===== src/rtl/fwd_hazard_ctrl.sv =====
// EX-stage operand forwarding and load-use hazard controller.
// Tracks in-flight destinations in EX/MEM/WB and drives the bypass muxes.
module fwd_hazard_ctrl #(
  parameter int REG_AW = 5,
  parameter int CNT_W  = 16
) (
  input  logic              CLK,
  input  logic              rst,
  input  logic              hold,
  input  logic              flush,
  input  logic              id_valid,
  input  logic [REG_AW-1:0] id_rs1,
  input  logic [REG_AW-1:0] id_rs2,
  input  logic              id_rs1_used,
  input  logic              id_rs2_used,
  input  logic [REG_AW-1:0] id_rd,
  input  logic              id_reg_write,
  input  logic              id_mem_read,
  output logic              fwd_a_sel0,
  output logic              fwd_a_sel1,
  output logic              fwd_b_sel0,
  output logic              fwd_b_sel1,
  output logic              stall,
  output logic              ex_bubble,
  output logic [CNT_W-1:0]  stall_cnt,
  output logic [CNT_W-1:0]  flush_cnt
);

  typedef struct packed {
    logic              v;
    logic [REG_AW-1:0] rs1;
    logic [REG_AW-1:0] rs2;
    logic              u1;
    logic              u2;
    logic [REG_AW-1:0] rd;
    logic              wr;
    logic              ld;
  } ex_ent_t;

  typedef struct packed {
    logic              v;
    logic [REG_AW-1:0] rd;
    logic              wr;
    logic              ld;
  } mem_ent_t;

  typedef struct packed {
    logic              v;
    logic [REG_AW-1:0] rd;
    logic              wr;
  } wb_ent_t;

  localparam logic [CNT_W-1:0] CNT_MAX = {CNT_W{1'b1}};

  ex_ent_t          ex_q, ex_d;
  mem_ent_t         mem_q, mem_d;
  wb_ent_t          wb_q, wb_d;
  logic [CNT_W-1:0] stall_cnt_q, stall_cnt_d;
  logic [CNT_W-1:0] flush_cnt_q, flush_cnt_d;

  logic       ld_in_ex;
  logic       rs1_hit;
  logic       rs2_hit;
  logic       stall_raw;
  logic       mem_src;
  logic       wb_src;
  logic [1:0] sel_a;
  logic [1:0] sel_b;

  // Youngest producer wins: MEM (EX/MEM result) over WB (MEM/WB result).
  function automatic logic [1:0] pick_src(
    input logic              ex_v,
    input logic              used,
    input logic [REG_AW-1:0] rs,
    input logic              m_ok,
    input logic [REG_AW-1:0] m_rd,
    input logic              w_ok,
    input logic [REG_AW-1:0] w_rd
  );
    logic [1:0] s;
    s = 2'b00;
    if (ex_v && used) begin
      if (m_ok && (m_rd == rs))
        s = 2'b01;
      else if (w_ok && (w_rd == rs))
        s = 2'b10;
    end
    return s;
  endfunction

  always_comb begin
    ld_in_ex  = ex_q.v & ex_q.ld & ex_q.wr & (ex_q.rd != '0);
    rs1_hit   = id_rs1_used & (id_rs1 == ex_q.rd);
    rs2_hit   = id_rs2_used & (id_rs2 == ex_q.rd);
    stall_raw = id_valid & ld_in_ex & (rs1_hit | rs2_hit);
    stall     = stall_raw & ~flush & ~hold;
    ex_bubble = (stall | flush) & ~hold;
  end

  always_comb begin
    mem_src = mem_q.v & mem_q.wr & ~mem_q.ld & (mem_q.rd != '0);
    wb_src  = wb_q.v & wb_q.wr & (wb_q.rd != '0);
    sel_a   = pick_src(ex_q.v, ex_q.u1, ex_q.rs1,
                       mem_src, mem_q.rd, wb_src, wb_q.rd);
    sel_b   = pick_src(ex_q.v, ex_q.u2, ex_q.rs2,
                       mem_src, mem_q.rd, wb_src, wb_q.rd);
  end

  assign fwd_a_sel0 = sel_a[0];
  assign fwd_a_sel1 = sel_a[1];
  assign fwd_b_sel0 = sel_b[0];
  assign fwd_b_sel1 = sel_b[1];
  assign stall_cnt  = stall_cnt_q;
  assign flush_cnt  = flush_cnt_q;

  always_comb begin
    ex_d        = ex_q;
    mem_d       = mem_q;
    wb_d        = wb_q;
    stall_cnt_d = stall_cnt_q;
    flush_cnt_d = flush_cnt_q;
    if (!hold) begin
      wb_d.v   = mem_q.v;
      wb_d.rd  = mem_q.rd;
      wb_d.wr  = mem_q.wr;
      mem_d.v  = ex_q.v;
      mem_d.rd = ex_q.rd;
      mem_d.wr = ex_q.wr;
      mem_d.ld = ex_q.ld;
      if (ex_bubble) begin
        ex_d = '0;
      end else begin
        ex_d.v   = id_valid;
        ex_d.rs1 = id_rs1;
        ex_d.rs2 = id_rs2;
        ex_d.u1  = id_rs1_used;
        ex_d.u2  = id_rs2_used;
        ex_d.rd  = id_rd;
        ex_d.wr  = id_reg_write;
        ex_d.ld  = id_mem_read;
      end
      if (stall && (stall_cnt_q != CNT_MAX))
        stall_cnt_d = stall_cnt_q + 1'b1;
      if (flush && (flush_cnt_q != CNT_MAX))
        flush_cnt_d = flush_cnt_q + 1'b1;
    end
  end

  always_ff @(posedge CLK or posedge rst) begin
    if (rst) begin
      ex_q        <= '0;
      mem_q       <= '0;
      wb_q        <= '0;
      stall_cnt_q <= '0;
      flush_cnt_q <= '0;
    end else begin
      ex_q        <= ex_d;
      mem_q       <= mem_d;
      wb_q        <= wb_d;
      stall_cnt_q <= stall_cnt_d;
      flush_cnt_q <= flush_cnt_d;
    end
  end

endmodule


===== config.mk =====
export PLATFORM = sky130hd
export DESIGN_NAME = fwd_hazard_ctrl
export DESIGN_NICKNAME = d
export VERILOG_FILES = /design/src/rtl/fwd_hazard_ctrl.sv
export SDC_FILE = /design/constraint.sdc
export NUM_CORES = 1
export LEC_CHECK = 0
export ABC_AREA = 1
export CAP_MARGIN = 20
export CORE_ASPECT_RATIO = 1.2
export CORE_MARGIN = 2
export CORE_UTILIZATION = 35
export CTS_BUF_LIST = sky130_fd_sc_hd__clkbuf_2 sky130_fd_sc_hd__clkbuf_4 sky130_fd_sc_hd__clkbuf_8
export DETAILED_ROUTE_END_ITERATION = 12
export GPL_TIMING_DRIVEN = 0
export HOLD_SLACK_MARGIN = 0.08
export PLACE_DENSITY_LB_ADDON = 0.12
export SLEW_MARGIN = 20
export SYNTH_ARGS = -nofsm -noshare
export SYNTH_HDL_FRONTEND = slang
export SYNTH_SLANG_ARGS = --single-unit
export TNS_END_PERCENT = 30

===== constraint.sdc =====
create_clock -name CLK -period 3.7 [get_ports CLK]
set_input_delay 0.74 -clock CLK [delete_from_list [all_inputs] [get_ports CLK]]
set_output_delay 0.74 -clock CLK [all_outputs]
set_load 0.02 [all_outputs]

# Word level (Yosys, flattened, before mapping)
# Index checks and enable logic that the tools add are counted.
# totals
regBits,67
latchBits,0
ramBits,0
romBits,0
input_bits,24
output_inout_bits,38
wordCells,67
mem_count,0
# op_classes
n_addsub,2
multipliers,0
n_div,0
order_cmp,0
n_eq_ne,8
shift,0
n_mux,7
n_bitwise,20
reduce_logical,13
# ops
cell,count
"adder 16 x 1 -> 16 bit, second input constant",2
"!= test 16 bit, second input constant",2
equality test 5 bit,6
two-way mux 20 bit,1
AND 1 bit,15
nonzero test 5 bit,3
two-way mux 2 bit,6
logical AND 1 bit,8
AND reduction 2 bit,2
NOT 1 bit,3
bitwise OR 1 bit,2

# Logic depth before layout (Yosys ltp)
# logic_depth
word_depth,10
mapped_depth,10
ltp_nobuf,10

# Least setup slack after synthesis
# No wires, ideal clock.
# synth_path
path_kind,input to output
from,in id_valid
to,out ex_bubble
arrival_ps,1886
required_time_ps,2960
setup_slack_ps,1074
cell_stages,7
n_path_buf,1
path_cell_list,inv_1 -> nor3_1 -> nand2_1 -> nor2_2 -> nand2_2 -> buf_2 -> a21oi_1
# synth_between
elab_chain_cells,6
# synth_rtl
element,line_no,source
start: declaration,11,"input logic id_valid,"
AND 1 bit (2 in a row),95,stall_raw = id_valid & ld_in_ex & (rs1_hit | rs2_hit);
AND 1 bit (2 in a row),96,stall = stall_raw & ~flush & ~hold;
bitwise OR 1 bit,97,ex_bubble = (stall | flush) & ~hold;
AND 1 bit,97,
end: declaration,24,"output logic ex_bubble,"
# No other way between the ends.

# Worst setup path after layout
# layout_path
from,in hold
to,out stall
# layout_between
elab_chain_cells,2
# layout_rtl
element,line_no,source
start: declaration,9,"input logic hold,"
NOT 1 bit (no source line),n/a,
AND 1 bit,96,
end: declaration,23,"output logic stall,"
# No other way between the ends.

==> flow_metrics.env <==
export IMPL_status="complete, no violations"
export IMPL_fmax_mhz=286
export IMPL_io_pins=62
export IMPL_fillCellCount=1075
export IMPL_first_iter_violations=207
export IMPL_synth_seq_cells=67
export IMPL_path_max_fanout=8
export IMPL_crit_chain="clkdlybuf4s50_1, nor2_1, nand2_1, nor2_4, nand2_2, inv_1, clkdlybuf4s50_1"
export IMPL_post_cts_buffers=0
export IMPL_min_path_cells=2
export IMPL_cts_made_buffers=9
export IMPL_drc=0
export IMPL_clock_sinks=67
export IMPL_startpoint_type="primary input"
export IMPL_wire_per_inst_um=14.5
export IMPL_slew_violations=0
export IMPL_port_buffer_count=61
export IMPL_maxCapViolations=0
export IMPL_die_x_um=98.8
export IMPL_finalSetupTns_ns=0
export IMPL_end_kind="output port"
export IMPL_rows=41
export IMPL_clk_insertion_delay_late_ns=0.36
export IMPL_num_antenna_cells=0
export IMPL_grt_max_degree=52
export IMPL_crit_type="in2out"
export IMPL_cts_path_max_buffers=2
export IMPL_grt_pass1_wl_um=17400
export IMPL_r2r_start="flush_cnt[0]"
export IMPL_p_leak_nw=2.22
export IMPL_antenna_found_initial=0
export IMPL_h_tree_depth=3
export IMPL_place_congestion=0.811
export IMPL_reg2reg_depth=8
export IMPL_synth_net_count=519
export IMPL_gr_usage_all_layers_pct=18.5
export IMPL_cts_tree="yes"
export IMPL_rsz0062_at_grt="no"
export IMPL_hold_buffers=0
export IMPL_setup_viol=0
export IMPL_drt_wl_total_um=10200
export IMPL_dr_pass1_iters=4
export IMPL_grt_pass1_vias=3526
export IMPL_avgSynthCellArea_um2=7.66
export IMPL_dr_total_vias=3461
export IMPL_powerDensity_nw_per_um2=392
export IMPL_min_to="mem_q[0]"
export IMPL_syn_area_um2=3780
export IMPL_power_total_mw=1.88
export IMPL_fin_crit_ns=3.49
export IMPL_gr_total_overflow=0
export IMPL_cts_repair_resized=2
export IMPL_hp_start="mem_q[0]"
export IMPL_finish_utilization_pct=45.6
export IMPL_arrival_ns=2.75
export IMPL_crit_top_cell="clkdlybuf4s50_1"
export IMPL_fin_crit_sh_pct=94.4
export IMPL_rrSetupSlack_ns=1.88
export IMPL_finalHoldViolCount=0
export IMPL_hold_class="reg2reg"
export IMPL_dpl_worst_slack_ns=-0.173
export IMPL_synth_seq_area_share_pct=44.4
export IMPL_core_area_um2=10500
export IMPL_fin_nets=592
export IMPL_initial_core_util_pct=35.9
export IMPL_hold_ws_ns=0.489
export IMPL_dieHeight_um=118
export IMPL_yosysWarningCount=0
export IMPL_dieArea_um2=11600
export IMPL_dp_hpwl_um=7620
export IMPL_cp_slowest_cell="clkdlybuf4s50_1"
export IMPL_max_stage_delay_ns=0.62
export IMPL_drtAntennaViolNets=0
export IMPL_slew_headroom_pct=62.0
export IMPL_synth_cell_type_count=31
export IMPL_reg2reg_to="flush_cnt[14]"
export IMPL_drive_gt1_share_pct=6.83
export IMPL_synthCells=493
export IMPL_cp_required_ns=2.96
export IMPL_clk_pin_slew_ns=0.07
export IMPL_layout_area_overhead_vs_synth_pct=27.0
export IMPL_viasPerCell=4.94
export IMPL_fin_worst_skew_ns=0.00979
export IMPL_setup_slack_ns=0.208
export IMPL_ir_drop_mv=0.150
export IMPL_root_buffer="clkbuf_8"
export IMPL_worst_slew_pin_slew_ns=0.569
==> state kept, by name (all words and copies together) (netlist names) <==
register	cells
ex_q	20
wb_q	7
stall_cnt	16
mem_q	8
flush_cnt	16
==> cells by family after synthesis <==
family	share of synthesized area [%]
simple gates	30.5
compound gates	7.59
buf+inv	8.28
fa+ha+maj	0.662
xor+xnor	8.58
flops	44.4
==> Yosys cell counts, drive strengths merged <==
cell	n	area share [%]
nand2	145	15
inv	72	7.2
dfrtp	67	44
nand3	39	5.8
nor2	39	4.3
o21ai	32	4.3
xnor2	19	4.4
xor2	18	4.2
nand4	17	2.8
nor3	12	1.7
o22ai	8	1.3
clkbuf	6	0.60
o21bai	6	1.2
nor4	4	0.83
a21oi	2	0.26
a221oi	2	0.46
buf	2	0.53
ha	2	0.66
or2	1	0.17
==> metrics by stage <==
| step | area, um2 | std cells |
|---|---|---|
| final | 4800 | 700 |
| after global routing | 4800 | 700 |
| after CTS | 4800 | 700 |
| after detailed placement | 4580 | 684 |
| after global placement | 4550 | 683 |
| after floorplan | 3780 | 493 |
==> layer usage <==
layer	wire (um)	global-route usage [%]	vias to the layer above
li1	-	-	1718
met1	4520	24.2	1655
met2	5050	29.9	73
met3	424	4.16	15
met4	180	7.11	0
met5	0	0	-
==> placed cells by master (no fill, tap or decap), types with 2 or more instances in the layout <==
master / synthesis / routed
nand2_2: 4 / 4
nor2_4: 1 / 2
nand3_1: 36 / 36
nor3_1: 11 / 11
clkinv_2: 0 / 2
nand2_1: 140 / 140
dfrtp_1: 67 / 67
nor2_1: 34 / 34
a21oi_1: 2 / 2
o21bai_1: 6 / 6
nor2_2: 4 / 3
a221oi_1: 2 / 2
inv_2: 2 / 2
clkbuf_1: 6 / 6
xnor2_1: 19 / 19
o21ai_0: 30 / 30
nand4_1: 17 / 17
clkdlybuf4s50_1: 0 / 60
xor2_1: 18 / 18
ha_1: 2 / 2
inv_1: 70 / 69
o22ai_1: 8 / 8
clkbuf_8: 0 / 12
nor4_1: 3 / 3
nand3_2: 2 / 2
==> power breakdown <==
group	internal [mW]	leakage [nW]	switching (mW)
clock network	0.364	0.108	0.287
logic	0.160	1.26	0.193
registers	0.795	0.856	0.0814
total	1.32	2.22	0.562
==> cell type report <==
class / count / area (um2) / share of cell area, %
plain buffers: 8 / 42.5 / 0.887
repair buffers: 62 / 637 / 13.3
multi-input cells: 346 / 1790 / 37.4
clock buffers: 12 / 165 / 3.44
inverters: 72 / 273 / 5.69
well taps: 129 / 161 / 3.37
flip-flops and latches: 67 / 1680 / 35.0
clock inverters: 4 / 47.5 / 0.991
==> how the worst max path moves through the flow <==
stage	startpoint	end	slack (ns)	cells after the start
6_report	hold	stall	0.21	7
3_5_place_dp	hold	ex_bubble	-0.17	8
5_1_grt	hold	stall	0.06	7
3_3_place_gp	hold	ex_bubble	-0.18	8
4_1_cts	hold	stall	0.19	7
2_1_floorplan	id_valid	ex_bubble	1.07	7
==> worst max-delay path: cells and delay by family <==
kind	cells	cell delay, ns
simple gates	4	0.75
buf+inv	3	1.25
No activity file was read; power rests on OpenSTA's default activity.
